===== src/rtl/chal_resp_sequencer.sv =====
// Walks the challenge RAM, arms the PUF, samples its bit and packs words for the response RAM.
// Latency: READ_LATENCY + delay+1 + 1 cycles per challenge (+2 sample cycles with SEQ_MAJORITY_EN), +1 per written word.
// No backpressure: the response RAM accepts every write pulse; start is ignored while busy.
module chal_resp_sequencer #(
    parameter int N                        = 256,
    parameter int N_CHALLENGES             = 8,
    parameter int N_RESPONSE_BITS_PER_WORD = 2,
    parameter int N_RESPONSE_WORDS         = 4,
    parameter int N_delays                 = 3,
    parameter int READ_LATENCY             = 2
) (
    input  logic                                clock,
    input  logic                                reset,
    input  logic                                start,
    input  logic [N_delays-1:0]                 delay,
    input  logic                                puf_out,
    output logic [$clog2(N_CHALLENGES)-1:0]     chal_addr,
    output logic                                puf_arm,
    output logic [$clog2(N_RESPONSE_WORDS)-1:0] resp_addr,
    output logic [N_RESPONSE_BITS_PER_WORD-1:0] response,
    output logic                                write,
    output logic                                busy,
    output logic                                done
);

    localparam int IW  = $clog2(N_CHALLENGES);
    localparam int BPW = N_RESPONSE_BITS_PER_WORD;
    localparam int BW  = $clog2(BPW);
    localparam int RW  = $clog2(N_RESPONSE_WORDS);
    localparam int CW  = (N_delays > 8) ? N_delays : 8;
`ifdef SEQ_MAJORITY_EN
    localparam int S_CYC = 3;
`else
    localparam int S_CYC = 1;
`endif
    localparam logic [IW-1:0] IDX_LAST = IW'(N_CHALLENGES - 1);
    localparam logic [IW-1:0] BIT_MASK = IW'(BPW - 1);

    if (N_RESPONSE_WORDS != N_CHALLENGES / BPW) begin : g_bad_word_count
        $error("N_RESPONSE_WORDS must equal N_CHALLENGES / N_RESPONSE_BITS_PER_WORD");
    end
    if (N < 1 || N_CHALLENGES < 2 || READ_LATENCY < 1 || READ_LATENCY > 256) begin : g_bad_params
        $error("chal_resp_sequencer: illegal N, N_CHALLENGES or READ_LATENCY");
    end

    typedef enum logic [2:0] {
        S_IDLE,
        S_FETCH,
        S_ARM,
        S_SAMPLE,
        S_WRITE,
        S_DONE
    } state_t;

    state_t                state_q, state_nxt;
    logic [IW-1:0]         idx_q, idx_nxt;
    logic [BPW-1:0]        word_q, word_nxt;
    logic [CW-1:0]         cnt_q, cnt_nxt;
    logic [N_delays-1:0]   delay_q, delay_nxt;
    logic [IW-1:0]         bit_pos;
    logic                  sample_bit;

`ifdef SEQ_MAJORITY_EN
    logic [1:0] samp_q;

    // First two samples are held; the third arrives live and the 2-of-3 vote is taken on it.
    always_ff @(posedge clock) begin
        if (reset) begin
            samp_q <= '0;
        end else if (state_q == S_SAMPLE) begin
            samp_q[cnt_q[0]] <= puf_out;
        end
    end

    assign sample_bit = (samp_q[0] & samp_q[1]) | (samp_q[0] & puf_out) | (samp_q[1] & puf_out);
`else
    assign sample_bit = puf_out;
`endif

    assign bit_pos = idx_q & BIT_MASK;

    always_comb begin
        state_nxt = state_q;
        idx_nxt   = idx_q;
        word_nxt  = word_q;
        cnt_nxt   = cnt_q;
        delay_nxt = delay_q;
        case (state_q)
            S_IDLE, S_DONE: begin
                if (start) begin
                    state_nxt = S_FETCH;
                    idx_nxt   = '0;
                    word_nxt  = '0;
                    cnt_nxt   = '0;
                end
            end
            S_FETCH: begin
                if (cnt_q == CW'(READ_LATENCY - 1)) begin
                    state_nxt = S_ARM;
                    cnt_nxt   = '0;
                    delay_nxt = delay;
                end else begin
                    cnt_nxt = cnt_q + CW'(1);
                end
            end
            S_ARM: begin
                if (cnt_q == CW'(delay_q)) begin
                    state_nxt = S_SAMPLE;
                    cnt_nxt   = '0;
                end else begin
                    cnt_nxt = cnt_q + CW'(1);
                end
            end
            S_SAMPLE: begin
                if (cnt_q == CW'(S_CYC - 1)) begin
                    cnt_nxt = '0;
                    for (int b = 0; b < BPW; b++) begin
                        if (bit_pos == IW'(b)) word_nxt[b] = sample_bit;
                    end
                    if (bit_pos == BIT_MASK) begin
                        state_nxt = S_WRITE;
                    end else if (idx_q == IDX_LAST) begin
                        state_nxt = S_DONE;
                    end else begin
                        state_nxt = S_FETCH;
                        idx_nxt   = idx_q + IW'(1);
                    end
                end else begin
                    cnt_nxt = cnt_q + CW'(1);
                end
            end
            S_WRITE: begin
                if (idx_q == IDX_LAST) begin
                    state_nxt = S_DONE;
                end else begin
                    state_nxt = S_FETCH;
                    idx_nxt   = idx_q + IW'(1);
                    word_nxt  = '0;
                    cnt_nxt   = '0;
                end
            end
            default: state_nxt = S_IDLE;
        endcase
    end

    // Outputs are decoded from the next state so every port comes straight from a flop.
    always_ff @(posedge clock) begin
        if (reset) begin
            state_q   <= S_IDLE;
            idx_q     <= '0;
            word_q    <= '0;
            cnt_q     <= '0;
            delay_q   <= '0;
            chal_addr <= '0;
            puf_arm   <= 1'b0;
            resp_addr <= '0;
            response  <= '0;
            write     <= 1'b0;
            busy      <= 1'b0;
            done      <= 1'b0;
        end else begin
            state_q   <= state_nxt;
            idx_q     <= idx_nxt;
            word_q    <= word_nxt;
            cnt_q     <= cnt_nxt;
            delay_q   <= delay_nxt;
            chal_addr <= idx_nxt;
            puf_arm   <= (state_nxt == S_ARM);
            write     <= (state_nxt == S_WRITE);
            busy      <= (state_nxt != S_IDLE) && (state_nxt != S_DONE);
            done      <= (state_nxt == S_DONE);
            if (state_nxt == S_WRITE) begin
                response  <= word_nxt;
                resp_addr <= RW'(idx_nxt >> BW);
            end
        end
    end

endmodule

===== config.mk =====
export PLATFORM = sky130hd
export DESIGN_NAME = chal_resp_sequencer
export DESIGN_NICKNAME = d
export VERILOG_FILES = /design/src/rtl/chal_resp_sequencer.sv
export SDC_FILE = /design/constraint.sdc
export NUM_CORES = 1
export LEC_CHECK = 0
export CAP_MARGIN = 5
export CORE_MARGIN = 2
export CORE_UTILIZATION = 28
export CTS_CLUSTER_DIAMETER = 40
export DETAILED_ROUTE_END_ITERATION = 10
export GPL_ROUTABILITY_DRIVEN = 0
export PLACE_DENSITY_LB_ADDON = 0.15
export SLEW_MARGIN = 20
export SYNTH_ARGS = -nofsm -noshare
export SYNTH_HDL_FRONTEND = slang
export SYNTH_SLANG_ARGS = --single-unit

===== constraint.sdc =====
create_clock -name clock -period 6.6 [get_ports clock]
set_clock_uncertainty 0.15 [all_clocks]
set_input_delay 1.32 -clock clock [delete_from_list [all_inputs] [get_ports clock]]
set_output_delay 1.32 -clock clock [all_outputs]
set_load 0.02 [all_outputs]

==> results.toml <==
[min_path]
min_to = "delay_q[2]$_SDFFE_PP0P_"
hold_class = "flop to flop"
hold_depth = 2
hold_start = "delay_q[2]$_SDFFE_PP0P_"

[timing]
setup_violations = 0
period_needed_ns = 3.12
finalHoldViolCount = 0
worstMarginPinSlew_ns = 0.769
rsz0062_at_grt = "false"
setup-tns-final_ns = 0
period_share = 0.473
max_freq_mhz = 320
relSlewSlack = 0.486
final_max_slew_viol_count = 0

[global_routing]
gr-total-overflow = 0
antenna_found_initial = 0
grt_max_degree = 22
grt_pass1_vias = 1189
grt_pass1_wl_mm = 5.60
grtUsageTotal = 0.118

[status]
outcome = "finished clean"

[drt]
viasPerCell = 5.04
drt_wl_total_mm = 3.37
dr.first_iter.drc_count = 55
drc = 0
vias = 1331
detail_route.wl_per_cell_um = 12.8
dr.pass1.iters = 4
ant_nets = 0

[worst_setup_path]
end_kind = "flop"
crit_fanout = 6
worstPathRequired_ns = 6.60
start_kind = "input pin"
rrSetupSlack_ns = 3.89
reg2reg_depth = 7
worstSetupPathType = "input pin to flop"
worstPathArrival_ns = 3.13
reg2reg_from = "cnt_q[0]$_SDFFE_PP0P_"
rr_endpoint = "resp_addr[1]$_SDFFE_PP0N_"

[final_layout]
syn_to_final_growth_pct = 19.2
final_core_util = 0.344
nFillCells = 542
drive_above_1_share = 0.0876
fin_nets = 206
antenna_cells = 0

[power]
p_seq_frac = 0.476
netSwitchingFraction = 0.246
leakage_nw = 0.636
p_per_area_nw_per_um2 = 201
power_mw = 0.353
pwr-share-clk = 0.376
p_sw_mw = 0.0867
share_comb_of_total_power = 0.148
internal_power_mw = 0.266
ir_drop_mv = 0.0727

[clock_tree]
cts_buffer_depth = 2
post_cts_buffers = 0
clk_pin_slew_ns = 0.09
cts.htree.levels = 1
clockRootBuffer = "clkbuf_8"
clk_latency_ns = 0.28
post_cts_resized = 0
clock-sinks = 26
holdBufCountCts = 0
cts_tree = "yes"
cts_buffers = 3

[yosys]
synth.top_cell.area_share = 0.353
synth_seq_cells = 26
synth_top_area_cell = "dfxtp_1"
synth_area_per_cell_um2 = 8.24
synth.cell_area_um2 = 1480
ys_warn_count = 0
synthArstFlopShare = 0
ys.flop_type = "dfxtp_1"
ys_seq_area_frac = 0.353
netlist-cell-type-count = 48
synthesis.nets = 190
syn_inst = 179
synth-edff-count = 0
synthTopCellsByArea = "dfxtp_1 (35%), nor2_1 (5.3%), a21oi_1 (5.1%)"

[run]
maxCapViolations = 0

[placed_design]
dp_hpwl_mm = 2.57
io_buffers = 17

[floorplanning]
start_util = 0.289
core-area_um2 = 5110
num_rows = 26
dieArea_um2 = 5870
fp.dieH_um = 76.6
io_pins = 18
dieWidth_um = 76.6
[final cells by class]
cell class / count / area [um2] / share of cell area
multi-input combinational: 142 / 890 / 0.506
sequential: 26 / 520 / 0.296
timing repair buffer: 17 / 170 / 0.0968
tap: 70 / 87.6 / 0.0498
clock buffer: 3 / 41.3 / 0.0235
clock inverter: 1 / 30.0 / 0.0171
inverter: 5 / 18.8 / 0.0107
[cells in the mapped netlist, types with 2 or more instances]
cell type and number:
nand3b_1 3, nor2b_1 3, xor2_1 6, mux2_2 2, nor4_1 2, clkbuf_1 3
nand2_1 13, nand2b_1 2, and3_1 2, inv_1 5, nor3_1 7, o31ai_1 3
or2b_2 3, ha_1 4, nand4_1 3, a21oi_1 15, buf_6 2, or3_1 3
nand3_1 11, a211oi_1 3, nor2_1 21, nor3b_1 2, o21ai_0 8, a22oi_1 2
a31oi_1 3, dfxtp_1 26
[how the worst max path moves through the flow]
| stage | startpoint | endpoint | slack [ns] | depth (start not counted) |
|---|---|---|---|---|
| finish | start | cnt_q[6]$_SDFFE_PP0P_ | 3.48 | 6 |
| global route | start | cnt_q[7]$_SDFFE_PP0P_ | 3.35 | 6 |
| CTS | start | busy$_SDFF_PP0_ | 3.50 | 6 |
| detailed placement | start | busy$_SDFF_PP0_ | 3.20 | 6 |
| global placement | start | busy$_SDFF_PP0_ | 3.23 | 6 |
| floorplan | start | busy$_SDFF_PP0_ | 3.87 | 5 |
[state kept, by name, indices dropped and copies added (netlist names)]
name       cells
cnt_q          8
word_q         1
idx_q          3
puf_arm        1
busy           1
resp_addr      2
state_q        3
write          1
done           1
delay_q        3
response       2
[cell families (layout without fill, tap and decap cells)]
kind of cell	Yosys count	after routing	share of synthesized area
simple gates	85	85	0.314
compound gates	44	44	0.198
flops	26	26	0.353
buf+inv	11	26	0.0441
xor+xnor	6	6	0.0356
fa+ha+maj	4	4	0.0339
mux	3	3	0.0221
[critical path: stages]
cell	delay, ns
clkdlybuf4s50_1	0.52
nor2b_1	0.08
o21ai_0	0.47
nand2_1	0.24
o21ai_0	0.40
nor2_1	0.09
[power groups by stage]
stage	Clock, mW	Sequential [mW]	Combinational [mW]
after global placement	0	0.172	0.0517
after global routing	0.147	0.169	0.0575
after floorplan	0	0.171	0.0374
after detailed placement	0	0.172	0.0523
after CTS	0.139	0.168	0.0526
final	0.133	0.168	0.0522
[routing by layer]
layer	routed length (um)	vias to the layer above	GRT usage
li1	-	682	-
met1	1650	624	0.155
met2	1570	20	0.192
met3	110	5	0.0296
met4	38	0	0.0327
met5	0	-	0
[metrics by stage]
stage / hold WS (ns) / setup WS, ns / instance area, um2 / std cells
floorplan: 0.293 / 3.87 / 1480 / 179
global placement: 0.305 / 3.23 / 1690 / 260
detailed placement: 0.315 / 3.20 / 1690 / 260
CTS: 0.328 / 3.50 / 1760 / 264
global route: 0.340 / 3.35 / 1760 / 264
finish: 0.323 / 3.48 / 1760 / 264
[placed cells by master, fill, tap and decap left out, drive strengths merged, types with 5 or more instances in the layout]
cell type / count
a21oi: 15
clkdlybuf4s50: 17
dfxtp: 26
inv: 5
nand2: 13
nand3: 11
nor2: 21
nor3: 7
o21ai: 8
xor2: 6
No activity file was read; power rests on OpenSTA's default activity.
